===== src/rtl/syscall_console_pkg.sv =====
// Shared constants for the syscall console: service codes, FSM state
// encoding and byte helpers used by the top and the decimal divider.
package syscall_console_pkg;

  // MIPS/SPIM service codes carried in $v0
  localparam logic [31:0] SYS_PRINT_INT  = 32'd1;
  localparam logic [31:0] SYS_PRINT_STR  = 32'd4;
  localparam logic [31:0] SYS_EXIT       = 32'd10;
  localparam logic [31:0] SYS_PRINT_CHAR = 32'd11;

  // A 32-bit signed magnitude never needs more than ten decimal digits
  localparam int DIGIT_SLOTS = 10;
  // The restoring divider retires one quotient bit per cycle
  localparam int DIV_STEPS   = 32;

  typedef enum logic [3:0] {
    S_IDLE  = 4'd0,
    S_CHAR  = 4'd1,
    S_FETCH = 4'd2,
    S_WAIT  = 4'd3,
    S_EMIT  = 4'd4,
    S_CONV  = 4'd5,
    S_DIGIT = 4'd6,
    S_DONE  = 4'd7,
    S_HALT  = 4'd8
  } consoleState;

  // Memory words are big-endian: lane 0 is the most significant byte
  function automatic logic [7:0] laneByte(input logic [31:0] word, input logic [1:0] lane);
    logic [7:0] b;
    case (lane)
      2'd0:    b = word[31:24];
      2'd1:    b = word[23:16];
      2'd2:    b = word[15:8];
      default: b = word[7:0];
    endcase
    return b;
  endfunction

  function automatic logic [7:0] asciiDigit(input logic [3:0] d);
    return 8'h30 + {4'h0, d};
  endfunction

endpackage


===== src/rtl/syscall_console_udiv10_seq.sv =====
// udiv10_seq: 32-bit unsigned divide-by-ten, restoring, one bit per cycle.
// Pulse start with the dividend; done pulses once 32 cycles later with the
// quotient and 4-bit remainder held until the next start.
// Only built when SYSCALL_PRINT_INT_EN is defined.
`ifdef SYSCALL_PRINT_INT_EN
module udiv10_seq
  import syscall_console_pkg::*;
(
  input  logic        clk,
  input  logic        rst_n,
  input  logic        start,
  input  logic [31:0] dividend,
  output logic        done,
  output logic [31:0] quotient,
  output logic [3:0]  remainder
);

  logic [31:0] shiftReg;   // dividend bits shift out, quotient bits shift in
  logic [3:0]  remReg;
  logic [5:0]  stepCnt;
  logic        running;
  logic        doneReg;
  logic [4:0]  trial;
  logic [4:0]  trialSub;

  // Partial remainder with the next dividend bit appended; always < 20
  always_comb begin
    trial    = {remReg, shiftReg[31]};
    trialSub = trial - 5'd10;
  end

  // One restoring step per cycle while running
  always_ff @(posedge clk or negedge rst_n) begin
    if (!rst_n) begin
      shiftReg <= '0;
      remReg   <= '0;
      stepCnt  <= '0;
      running  <= 1'b0;
      doneReg  <= 1'b0;
    end else if (start) begin
      shiftReg <= dividend;
      remReg   <= '0;
      stepCnt  <= '0;
      running  <= 1'b1;
      doneReg  <= 1'b0;
    end else if (running) begin
      if (trial >= 5'd10) begin
        remReg   <= trialSub[3:0];
        shiftReg <= {shiftReg[30:0], 1'b1};
      end else begin
        remReg   <= trial[3:0];
        shiftReg <= {shiftReg[30:0], 1'b0};
      end
      stepCnt <= stepCnt + 6'd1;
      if (stepCnt == 6'(DIV_STEPS - 1)) begin
        running <= 1'b0;
        doneReg <= 1'b1;
      end
    end else begin
      doneReg <= 1'b0;
    end
  end

  assign done      = doneReg;
  assign quotient  = shiftReg;
  assign remainder = remReg;

endmodule
`endif


===== src/rtl/syscall_console.sv =====
// syscall_console: services MIPS syscalls (print_char, print_string, exit and,
// optionally, print_int) by stalling the core and streaming bytes out of a
// valid/ready console port. Strings are read through a second data-memory
// read port with one cycle of latency.
// Build option: define SYSCALL_PRINT_INT_EN to add signed decimal print_int
// (v0=1); without it v0=1 is reported as unsupported.
module syscall_console #(
  parameter int MAX_STR_LEN = 1024,
  parameter int ADDR_W      = 32
) (
  input  logic              clk,
  input  logic              rst_n,
  input  logic              sys_req,
  input  logic [31:0]       sys_v0,
  input  logic [31:0]       sys_a0,
  output logic              sys_busy,
  output logic              sys_done,
  output logic              sys_err,
  output logic              halt,
  output logic              mem_rd,
  output logic [ADDR_W-1:0] mem_addr,
  input  logic [31:0]       mem_rdata,
  output logic              char_valid,
  output logic [7:0]        char_data,
  input  logic              char_ready
);
  import syscall_console_pkg::*;

  localparam int CNT_W = $clog2(MAX_STR_LEN + 1);

  consoleState       state;
  logic [ADDR_W-1:0] ptr;          // byte address of the current string char
  logic [CNT_W-1:0]  strCnt;       // chars emitted so far in this string
  logic [31:0]       wordReg;      // last word fetched for the string
  logic              charValidReg;
  logic [7:0]        charDataReg;
  logic              memRdReg;
  logic [ADDR_W-1:0] memAddrReg;
  logic              sysDoneReg;
  logic              sysErrReg;
  logic              haltReg;

  logic [ADDR_W-1:0] nextPtr;
  logic [CNT_W-1:0]  cntInc;
  logic [7:0]        fetchByte;    // byte at ptr within the word arriving now
  logic [7:0]        nextByte;     // byte at ptr+1 within the held word

`ifdef SYSCALL_PRINT_INT_EN
  logic        divStart;
  logic [31:0] divDividend;
  logic        divDone;
  logic [31:0] divQuot;
  logic [3:0]  divRem;
  logic        isNeg;
  logic [3:0]  nDigits;            // digits stored so far (LSD at slot 0)
  logic [3:0]  digIdx;             // next slot to print, counting down
  logic [3:0]  digLeft;            // digits still to print after the current char
  logic [3:0]  digitBuf [DIGIT_SLOTS];

  udiv10_seq divider (
    .clk       (clk),
    .rst_n     (rst_n),
    .start     (divStart),
    .dividend  (divDividend),
    .done      (divDone),
    .quotient  (divQuot),
    .remainder (divRem)
  );
`endif

  // String-walk helpers: lookahead pointer, count and bytes
  always_comb begin
    nextPtr   = ptr + ADDR_W'(1);
    cntInc    = strCnt + CNT_W'(1);
    fetchByte = laneByte(mem_rdata, ptr[1:0]);
    nextByte  = laneByte(wordReg, nextPtr[1:0]);
  end

  // Service FSM; every console/memory/handshake output is a register here
  always_ff @(posedge clk or negedge rst_n) begin
    if (!rst_n) begin
      state        <= S_IDLE;
      ptr          <= '0;
      strCnt       <= '0;
      wordReg      <= '0;
      charValidReg <= 1'b0;
      charDataReg  <= '0;
      memRdReg     <= 1'b0;
      memAddrReg   <= '0;
      sysDoneReg   <= 1'b0;
      sysErrReg    <= 1'b0;
      haltReg      <= 1'b0;
`ifdef SYSCALL_PRINT_INT_EN
      divStart     <= 1'b0;
      divDividend  <= '0;
      isNeg        <= 1'b0;
      nDigits      <= '0;
      digIdx       <= '0;
      digLeft      <= '0;
      for (int i = 0; i < DIGIT_SLOTS; i++) digitBuf[i] <= '0;
`endif
    end else begin
      // One-cycle strobes default low
      sysDoneReg <= 1'b0;
      sysErrReg  <= 1'b0;
      memRdReg   <= 1'b0;
`ifdef SYSCALL_PRINT_INT_EN
      divStart   <= 1'b0;
`endif
      case (state)
        S_IDLE: begin
          if (sys_req) begin
            case (sys_v0)
              SYS_PRINT_CHAR: begin
                charDataReg  <= sys_a0[7:0];
                charValidReg <= 1'b1;
                state        <= S_CHAR;
              end
              SYS_PRINT_STR: begin
                ptr        <= sys_a0[ADDR_W-1:0];
                strCnt     <= '0;
                memRdReg   <= 1'b1;
                memAddrReg <= {sys_a0[ADDR_W-1:2], 2'b00};
                state      <= S_FETCH;
              end
              SYS_EXIT: begin
                haltReg <= 1'b1;
                state   <= S_HALT;
              end
              SYS_PRINT_INT: begin
`ifdef SYSCALL_PRINT_INT_EN
                // Divide the magnitude; 0x80000000 negates to itself, which
                // is the correct unsigned magnitude
                isNeg       <= sys_a0[31];
                divDividend <= sys_a0[31] ? (~sys_a0 + 32'd1) : sys_a0;
                divStart    <= 1'b1;
                nDigits     <= '0;
                state       <= S_CONV;
`else
                sysDoneReg <= 1'b1;
                sysErrReg  <= 1'b1;
                state      <= S_DONE;
`endif
              end
              default: begin
                sysDoneReg <= 1'b1;
                sysErrReg  <= 1'b1;
                state      <= S_DONE;
              end
            endcase
          end
        end

        S_CHAR: begin
          if (char_ready) begin
            charValidReg <= 1'b0;
            sysDoneReg   <= 1'b1;
            state        <= S_DONE;
          end
        end

        S_FETCH: state <= S_WAIT;

        S_WAIT: begin
          wordReg <= mem_rdata;
          if (fetchByte == 8'h00) begin
            sysDoneReg <= 1'b1;
            state      <= S_DONE;
          end else begin
            charDataReg  <= fetchByte;
            charValidReg <= 1'b1;
            state        <= S_EMIT;
          end
        end

        S_EMIT: begin
          if (char_ready) begin
            ptr    <= nextPtr;
            strCnt <= cntInc;
            if (cntInc == CNT_W'(MAX_STR_LEN)) begin
              charValidReg <= 1'b0;
              sysDoneReg   <= 1'b1;
              sysErrReg    <= 1'b1;
              state        <= S_DONE;
            end else if (ptr[1:0] == 2'b11) begin
              charValidReg <= 1'b0;
              memRdReg     <= 1'b1;
              memAddrReg   <= {nextPtr[ADDR_W-1:2], 2'b00};
              state        <= S_FETCH;
            end else if (nextByte == 8'h00) begin
              charValidReg <= 1'b0;
              sysDoneReg   <= 1'b1;
              state        <= S_DONE;
            end else begin
              charDataReg <= nextByte;
            end
          end
        end

`ifdef SYSCALL_PRINT_INT_EN
        S_CONV: begin
          if (divDone) begin
            digitBuf[nDigits] <= divRem;
            nDigits           <= nDigits + 4'd1;
            if (divQuot == 32'd0) begin
              // divRem is the MSD; it is printed straight from the divider
              // unless a sign goes first
              charValidReg <= 1'b1;
              state        <= S_DIGIT;
              if (isNeg) begin
                charDataReg <= 8'h2D;
                digIdx      <= nDigits;
                digLeft     <= nDigits + 4'd1;
              end else begin
                charDataReg <= asciiDigit(divRem);
                digIdx      <= nDigits - 4'd1;
                digLeft     <= nDigits;
              end
            end else begin
              divDividend <= divQuot;
              divStart    <= 1'b1;
            end
          end
        end

        S_DIGIT: begin
          if (char_ready) begin
            if (digLeft == 4'd0) begin
              charValidReg <= 1'b0;
              sysDoneReg   <= 1'b1;
              state        <= S_DONE;
            end else begin
              charDataReg <= asciiDigit(digitBuf[digIdx]);
              digIdx      <= digIdx - 4'd1;
              digLeft     <= digLeft - 4'd1;
            end
          end
        end
`endif

        S_DONE: state <= S_IDLE;

        S_HALT: state <= S_HALT;

        default: state <= S_IDLE;
      endcase
    end
  end

  // Stall the core from the syscall cycle until DONE, and forever once halted
  assign sys_busy   = ((state == S_IDLE) && sys_req) ||
                      ((state != S_IDLE) && (state != S_DONE));
  assign sys_done   = sysDoneReg;
  assign sys_err    = sysErrReg;
  assign halt       = haltReg;
  assign mem_rd     = memRdReg;
  assign mem_addr   = memAddrReg;
  assign char_valid = charValidReg;
  assign char_data  = charDataReg;

endmodule

===== config.mk =====
export PLATFORM = sky130hd
export DESIGN_NAME = syscall_console
export DESIGN_NICKNAME = d
export VERILOG_FILES = /design/src/rtl/syscall_console_pkg.sv /design/src/rtl/syscall_console_udiv10_seq.sv /design/src/rtl/syscall_console.sv
export SDC_FILE = /design/constraint.sdc
export NUM_CORES = 1
export LEC_CHECK = 0
export CAP_MARGIN = 20
export CELL_PAD_IN_SITES_DETAIL_PLACEMENT = 0
export CELL_PAD_IN_SITES_GLOBAL_PLACEMENT = 1
export CORE_UTILIZATION = 36
export DETAILED_ROUTE_END_ITERATION = 16
export PLACE_DENSITY_LB_ADDON = 0.08
export SYNTH_ARGS = -nofsm -noshare
export SYNTH_HDL_FRONTEND = slang
export SYNTH_SLANG_ARGS = --single-unit

===== constraint.sdc =====
create_clock -name clk -period 2.5 [get_ports clk]
set_input_delay 0.625 -clock clk [delete_from_list [all_inputs] [get_ports clk]]
set_output_delay 0.625 -clock clk [all_outputs]
set_load 0.05 [all_outputs]

# Yosys cells after proc, flatten, opt, wreduce, memory -nomap -nowiden

Cells that the tools add are included.

Register bits: 124
Input port bits: 100
Output and inout port bits: 46
Word-level logic and storage cells: 118

$add $sub $neg: 2
Eq/ne operators: 26
Muxes and demuxes: 60
Reduce and logical (&&, ||, !) cells: 19

Operators by type and width:

| kind                                                  | count |
|---|---|
| 2-to-1 mux 32 bit                                     | 8 |
| one-hot mux 32 bit (2 select lines)                   | 2 |
| one-hot mux 8 bit (3 select lines)                    | 3 |
| equality test 32 x 4 -> 1 bit (second input constant) | 2 |
| 2-to-1 mux 8 bit                                      | 7 |
| 2-to-1 mux 11 bit                                     | 3 |
| adder 32 x 1 -> 32 bit (second input constant)        | 1 |
| equality test 32 x 3 -> 1 bit (second input constant) | 1 |
| 2-to-1 mux 4 bit                                      | 6 |
| one-hot mux 4 bit (6 select lines)                    | 1 |
| 2-to-1 mux 1 bit                                      | 23 |
| one-hot mux 11 bit (2 select lines)                   | 1 |
| zero test 8 bit                                       | 2 |
| inequality test 2 bit (second input constant)         | 8 |
| one-hot mux 4 bit (3 select lines)                    | 1 |
| adder 11 x 1 -> 11 bit (second input constant)        | 1 |
| equality test 11 bit (second input constant)          | 1 |
| equality test 4 x 2 -> 1 bit (second input constant)  | 2 |
| one-hot mux 1 bit (4 select lines)                    | 2 |
| AND reduction 4 bit                                   | 2 |
| AND reduction 8 bit                                   | 1 |
| nonzero test 4 bit                                    | 2 |
| AND reduction 7 bit                                   | 1 |
| equality test 2 bit (second input constant)           | 3 |
| 18 further kinds                                      | 23 |

# Depth between registers and ports, before layout

Gate-level depths: netlist of the first run.

Depth in word-level cells: 9
Depth in mapped cells: 11

# Worst setup path before layout of the first run

No wires, ideal clock.

Path kind: register to register
Start: register ptr[0]
End: register charDataReg[0] (netlist: char_data[0])
Arrival: 2.318 ns
Data required time: 2.372 ns
Slack: 0.054 ns
Stages on the path, launching flop included: 12
Path buffers: 2
Cells stage by stage: dfrtp_1 -> inv_1 -> ha_1 -> clkbuf_1 -> buf_2 -> a222oi_1 -> a31oi_1 -> nor2_1 -> o21ai_1 -> a31oi_2 -> nor2_2 -> mux2_1

Cells in the longest elaborated chain, start to end: 8

Ends and longest elaborated chain:

| item                                              | line                      | RTL |
|---|---|---|
| start, declared                                   | syscall_console.sv:32     | `logic [ADDR_W-1:0] ptr;` |
| start signal, assigned                            | syscall_console.sv:120    | `ptr <= sys_a0[ADDR_W-1:0];` |
| start signal, assigned                            | syscall_console.sv:178    | `ptr <= nextPtr;` |
| adder 32 x 1 -> 32 bit                            | syscall_console.sv:73     | `nextPtr = ptr + ADDR_W'(1);` |
| equality test 2 bit, or another cell as far along | syscall_console_pkg.sv:31 | `case (lane)` |
| one-hot mux 8 bit (3 select lines)                | syscall_console_pkg.sv:31 |  |
| 2-to-1 mux 8 bit                                  | syscall_console.sv:190    | `end else if (nextByte == 8'h00) begin` |
| 2-to-1 mux 8 bit                                  | syscall_console.sv:185    | `end else if (ptr[1:0] == 2'b11) begin` |
| 2-to-1 mux 8 bit                                  | syscall_console.sv:180    | `if (cntInc == CNT_W'(MAX_STR_LEN)) begin` |
| 2-to-1 mux 8 bit                                  | syscall_console.sv:177    | `if (char_ready) begin` |
| one-hot mux 8 bit (3 select lines)                | syscall_console.sv:110    | `case (state)` |
| end signal, assigned                              | syscall_console.sv:115    | `charDataReg <= sys_a0[7:0];` |
| end signal, assigned                              | syscall_console.sv:170    | `charDataReg <= fetchByte;` |
| end signal, assigned                              | syscall_console.sv:195    | `charDataReg <= nextByte;` |
| end, declared                                     | syscall_console.sv:36     | `logic [7:0] charDataReg;` |

Parallel ways exist; a longest one is shown, timed or not. The select of a mux whose other input is x is not followed.
A chain may end at the register's enable or synchronous reset.

# Final worst setup path of the first run

Start: register ptr[0]
End: register charDataReg[1] (netlist: char_data[1])

Same word-level chain as after synthesis.

==> results.yml, run 1 <==
timing:
  fin_crit_sh: 1.01
  finalMaxSlewViolations: 0
  setup_ws_ns: -0.0186
  max_slew_margin: 0.522
  fin_crit_ns: 2.52
  clock.fmax_ghz: 0.397
  hold_viol_final: 0
  worst_pin_slew_ns: 0.717
  setup_tns_ns: -0.0469
  setup_viol: 5
  rsz0062_at_grt: "true"
  finalClockSkew_ns: 0.0113
synthesis:
  avgSynthCellArea_um2: 9.87
  yosys-top-cells-area: "dfrtp_1, mux2_2, mux2_1"
  yosys.area.top_type: "dfrtp_1"
  synth_area_um2: 6960
  synth_top_family_by_area: "compound AO/OA/AOI/OAI gates"
  synth.ff_latch_count: 122
  synth-adder-area-share: 0.0126
  synthSimpleGateAreaFrac: 0.157
  yosysSeqAreaShare: 0.439
  yosys_warnings: 0
  synth_compound_gate_area_share: 0.165
  async_reset_ff_frac: 1.00
  synth_edf_count: 0
  yosysUniqueCellTypes: 66
  muxShareOfSynthArea: 0.141
  synth_flop_cell: "dfrtp_1"
  syn_inst: 705
  synth_top_area_frac: 0.439
  yosysMostFrequentCell: "dfrtp_1"
  synth_common_cells: "dfrtp_1, nand2_1, o21ai_0, nor2_1, mux2_2"
  synth_xor_area_frac: 0.0453
floorplan:
  dieArea_um2: 19900
  rows: 50
  initial_core_util: 0.370
  core_area_um2: 18800
  ios: 146
  fp.dieH_um: 141
  die_w_um: 141
global_route:
  grt_pass1_wl_mm: 33.2
  grt_pass1_vias: 6387
  antenna_found_initial: 0
  overflow: 0
  track_usage: 0.212
  grt_max_degree: 123
routing:
  drtIter0Drc: 483
  drt-total-wl_mm: 20.7
  drc: 0
  num_vias: 6360
  wl_per_cell_um: 17.4
  drt-pass1-iter-count: 8
  ant_nets: 0
  vias_per_cell: 5.35
setup_path:
  end_kind: "flip-flop"
  critPathArrivalTime_ns: 2.81
  crit_family: "buffers and inverters"
  cp_slowest_cell: "dfrtp_2"
  crit_path_max_incr_delay_ns: 0.43
  critPathKind: "flip-flop to flip-flop"
  cpMostUsedCell: "buf_4"
  crit_buf_inv: 9
  cp.required_ns: 2.80
  setup.worst_path.start_class: "flip-flop"
  worstPathCellList: "inv_2 > ha_2 > buf_12 > a222oi_1 > buf_4 > buf_4 > buf_4 > buf_4 > buf_4 > buf_4 > buf_4 > nor2_1 > a21oi_1 > o21ai_1 > mux2_1"
  cp_max_fo: 16
finish:
  register_area_um2: 3060
  nets: 1024
  fillCellCount: 1682
  antennaDiodeCount: 0
  drive_gt1_frac: 0.247
  multiInputGateArea_um2: 3890
  area_growth_pct: 48.3
clock_tree:
  clkTransAtPathRegs_ns: 0.06
  holdBufCountCts: 0
  cts_buffers: 17
  clock_path_buffers: 2
  root_buffer: "clkbuf_16"
  htree_num_levels: 4
  cts_tree: "yes"
  cts_sinks: 122
  insertion_delay_ns: 0.42
outcome:
  status: "complete, but fails checks"
  violations: "negative setup slack"
job:
  max-cap-violations: 0
power_and_ir_drop:
  p_per_area_nw_per_um2: 1270
  power_leakage_nw: 4.48
  total_power_mw: 13.1
  peakVddDrop_v: 0.000562
placed_design:
  place_congestion: 0.858
  portBuffers: 143
  hpwl_mm: 14.2
min_path:
  hold_class: "input port to async pin"
[cell type report]
type | instances | share of cell area
multi-input cells | 520 | 0.377
flip-flops and latches | 122 | 0.296
repair buffers | 241 | 0.229
clock buffers | 17 | 0.0412
well taps | 260 | 0.0315
clock inverters | 14 | 0.0193
inverters | 15 | 0.00546
[state kept, by name, indices dropped and copies added (netlist names), 4 cells and up]
| register | count |
|---|---|
| mem_addr | 30 |
| strCnt | 11 |
| char_data | 8 |
| ptr | 32 |
| wordReg | 32 |
| state | 4 |
[metal layers]
layer / vias up / GRT usage / wire length (um)
li1: 3024 / - / -
met1: 3161 / 0.289 / 9580
met2: 160 / 0.336 / 10000
met3: 15 / 0.0459 / 794
met4: 0 / 0.0658 / 240
met5: - / 0 / 0
[logic make-up after synthesis]
logic type	Yosys count
AOI/OAI and AO/OA	174
xor gates and xnor gates	36
adders and majority gates	7
buffers and inverters	64
DFF	122
muxes	88
other	1
and+or+nand+nor	213
[final timing paths]
kind | end | cells after the start | start | slack (ns)
min in group clk | halt | 1 | halt | 0.47
max in group asynchronous | wordReg[12] | 2 | rst_n | 1.65
hold / removal | halt | 2 | rst_n | 0.30
setup / recovery | char_data[1] | 15 | ptr[0] | -0.02
hold reg to reg | halt | 1 | halt | 0.47
setup reg to reg | char_data[1] | 15 | ptr[0] | -0.02
[report_power, final]
part	switching (mW)	total (mW)	internal, mW
logic	3.74	6.89	3.15
registers	0.713	3.57	2.86
clock network	0.969	2.64	1.67
total	5.43	13.1	7.68
[metrics by stage]
stage | std cells | hold slack [ns] | util | area, um^2 | setup slack (ns)
final | 1189 | 0.296 | 0.548 | 10300 | -0.0186
after detailed placement | 1134 | 0.454 | 0.487 | 9180 | -0.468
after global routing | 1189 | 0.375 | 0.548 | 10300 | -0.127
after floorplan | 706 | 0.329 | - | 6960 | 0.0544
after CTS | 1179 | 0.352 | 0.529 | 9970 | -0.00440
after global placement | 1134 | 0.448 | 0.487 | 9180 | -0.366
[layout by cell type (no fill, tap or decap), types with 6 or more instances in the layout]
| master | instances |
|---|---|
| o22ai_1 | 6 |
| or3_1 | 6 |
| clkbuf_16 | 20 |
| xor2_1 | 18 |
| nor4_1 | 7 |
| xnor2_1 | 18 |
| clkdlybuf4s50_1 | 126 |
| mux2_1 | 37 |
| nand3_1 | 21 |
| inv_1 | 13 |
| nand4_1 | 13 |
| o21ai_0 | 44 |
| nor3_1 | 8 |
| dfrtp_1 | 118 |
| dlymetal6s2s_1 | 15 |
| a21oi_1 | 29 |
| buf_4 | 83 |
| a222oi_1 | 13 |
| buf_6 | 7 |
| o22a_1 | 11 |
| nor2_1 | 46 |
| a31oi_1 | 9 |
| mux2_2 | 41 |
| nand2_1 | 60 |
| and3_1 | 9 |
| o21ai_1 | 14 |
| buf_12 | 7 |
[repair_timing]
item | 4_1_cts | 5_1_grt
gates resized for setup | 17 | 70
setup endpoints to repair | 17 | 78
pin swaps | 13 | 27
endpoints found under the hold margin | 0 | 0
gates cloned | 0 | 3
setup buffers | 14 | 8
Power figures use the tool's default switching activity.
==> run 2, diff against run 1 <==
--- a/config.mk
+++ b/config.mk
@@ -5,12 +5,13 @@
 export SDC_FILE = /design/constraint.sdc
 export NUM_CORES = 1
 export LEC_CHECK = 0
+export ABC_CLOCK_PERIOD_IN_PS = 2500
 export CAP_MARGIN = 20
 export CELL_PAD_IN_SITES_DETAIL_PLACEMENT = 0
 export CELL_PAD_IN_SITES_GLOBAL_PLACEMENT = 1
 export CORE_UTILIZATION = 36
 export DETAILED_ROUTE_END_ITERATION = 16
-export PLACE_DENSITY_LB_ADDON = 0.08
+export PLACE_DENSITY_LB_ADDON = 0.25
 export SYNTH_ARGS = -nofsm -noshare
 export SYNTH_HDL_FRONTEND = slang
 export SYNTH_SLANG_ARGS = --single-unit
==> run 2 against run 1 <==
Effect of this change:
- the flow still finishes with violations (negative setup slack)
- die area unchanged
- sequential power about the same
- via count increased by 0.22%
- highest routed layer unchanged
- final cell count increased by 0.17%
- fmax increased by 0.35%
- register-to-register slack improved by 0.03 ns
- final area increased by 0.65%
- clock skew increased by 0.0015 ns
==> results.yml, run 2 (same netlist as run 1, synthesis figures left out) <==
routing:
  ant_nets: 0
  drt-pass1-iter-count: 5
  drt-total-wl_mm: 20.4
  drtIter0Drc: 432
  vias_per_cell: 5.35
  wl_per_cell_um: 17.2
  drc: 0
  num_vias: 6374
floorplan:
  dieArea_um2: 19900
  die_w_um: 141
  fp.dieH_um: 141
  initial_core_util: 0.370
  rows: 50
  core_area_um2: 18800
  ios: 146
clock_tree:
  cts_sinks: 122
  htree_num_levels: 4
  cts_buffers: 17
  clock_path_buffers: 2
  cts_tree: "yes"
  clkTransAtPathRegs_ns: 0.06
  holdBufCountCts: 0
  insertion_delay_ns: 0.42
  root_buffer: "clkbuf_16"
timing:
  finalClockSkew_ns: 0.0128
  hold_viol_final: 0
  finalMaxSlewViolations: 0
  max_slew_margin: 0.632
  fin_crit_ns: 2.51
  setup_tns_ns: -0.0160
  setup_ws_ns: -0.00974
  fin_crit_sh: 1.00
  rsz0062_at_grt: "true"
  clock.fmax_ghz: 0.398
  worst_pin_slew_ns: 0.550
  setup_viol: 3
setup_path:
  critPathKind: "input port to flip-flop"
  cp_max_fo: 6
  end_kind: "flip-flop"
  critPathArrivalTime_ns: 2.81
  cp.required_ns: 2.80
  crit_buf_inv: 1
  worstPathCellList: "clkdlybuf4s50_1 > nor4_2 > and4_1 > nand4_1 > o22ai_1 > nand3_2 > nor2_4 > mux2_1"
  setup.worst_path.start_class: "input port"
  cp_slowest_cell: "clkdlybuf4s50_1"
  crit_path_max_incr_delay_ns: 0.42
  crit_family: "simple AND/OR/NAND/NOR gates"
global_route:
  grt_pass1_wl_mm: 32.4
  overflow: 0
  track_usage: 0.206
  antenna_found_initial: 0
  grt_pass1_vias: 6393
  grt_max_degree: 45
finish:
  mostFrequentLayoutCells: "clkdlybuf4s50_1, dfrtp_1, buf_4"
  final_cell_area_um2: 10400
  nets: 1025
  stdcell_count: 1191
  antennaDiodeCount: 0
  fillCellCount: 1664
  area_growth_pct: 49.3
  final_common_cell: "clkdlybuf4s50_1"
  drive_gt1_frac: 0.249
job:
  max-cap-violations: 0
outcome:
  status: "complete, but fails checks"
  violations: "negative setup slack"
placed_design:
  place_area_um2: 9210
  portBuffers: 143
  place_inst: 1138
  post-place-ws_ns: -0.436
  place_congestion: 0.855
  hpwl_mm: 14.2
power_and_ir_drop:
  p_per_area_nw_per_um2: 1280
  total_power_mw: 13.3
  sw_frac_of_total: 0.409
  intPower_mw: 7.84
  peakVddDrop_v: 0.000614
  pwr-share-seq: 0.271
  power_leakage_nw: 4.45
  p_sw_mw: 5.43
  clkPwrFrac: 0.208
  power_frac_comb: 0.520
min_path:
  hold_class: "input port to async pin"
## run 2: layout make-up
cell class                 instances  area, um^2  area share
multi-input combinational        520        3910       0.376
sequential                       122        3060       0.294
timing repair buffer             242        2380       0.229
clock buffer                      18         439      0.0423
tap                              260         325      0.0313
clock inverter                    14         219      0.0211
inverter                          15        56.3     0.00542
## run 2: per-stage QoR
stage               hold slack (ns)   util
finish                        0.117  0.552
global route                  0.125  0.552
CTS                           0.111  0.530
detailed placement            0.471  0.489
global placement              0.461  0.489
floorplan                     0.329      -
## run 2: final timing paths
path	start	endpoint	slack (ns)	depth (start not counted)
setup / recovery	sys_v0[15]	char_data[7]	-0.01	8
min in group clk	mem_addr[19]	mem_addr[19]	0.48	1
max in group asynchronous	rst_n	mem_addr[6]	1.75	2
setup reg to reg	ptr[0]	state[3]	0.01	10
hold reg to reg	mem_addr[19]	mem_addr[19]	0.48	1
hold / removal	rst_n	mem_addr[25]	0.12	1
## run 2: repair_timing
item | in CTS | in global routing
gates cloned | 0 | 4
buffers inserted | 6 | 12
gates resized for setup | 16 | 59
hold endpoints to repair | 0 | 0
pin swaps | 9 | 25
endpoints found under the setup margin | 20 | 79
## run 2: metal layers
metal	GRT usage	wire length, um	share of wire	vias up
met1	0.270	9300	0.46	3155
met5	0	0	0	-
met3	0.0380	787	0.039	21
met2	0.340	10000	0.49	165
li1	-	-	-	3033
met4	0.0709	291	0.014	0
## run 2: power by group through the flow
stage	logic, mW	registers (mW)	clock network [mW]
finish	6.90	3.60	2.76
global route	7.42	3.72	2.90
CTS	6.36	3.56	2.81
detailed placement	6.14	3.58	0
global placement	6.04	3.54	0
floorplan	2.94	4.44	0
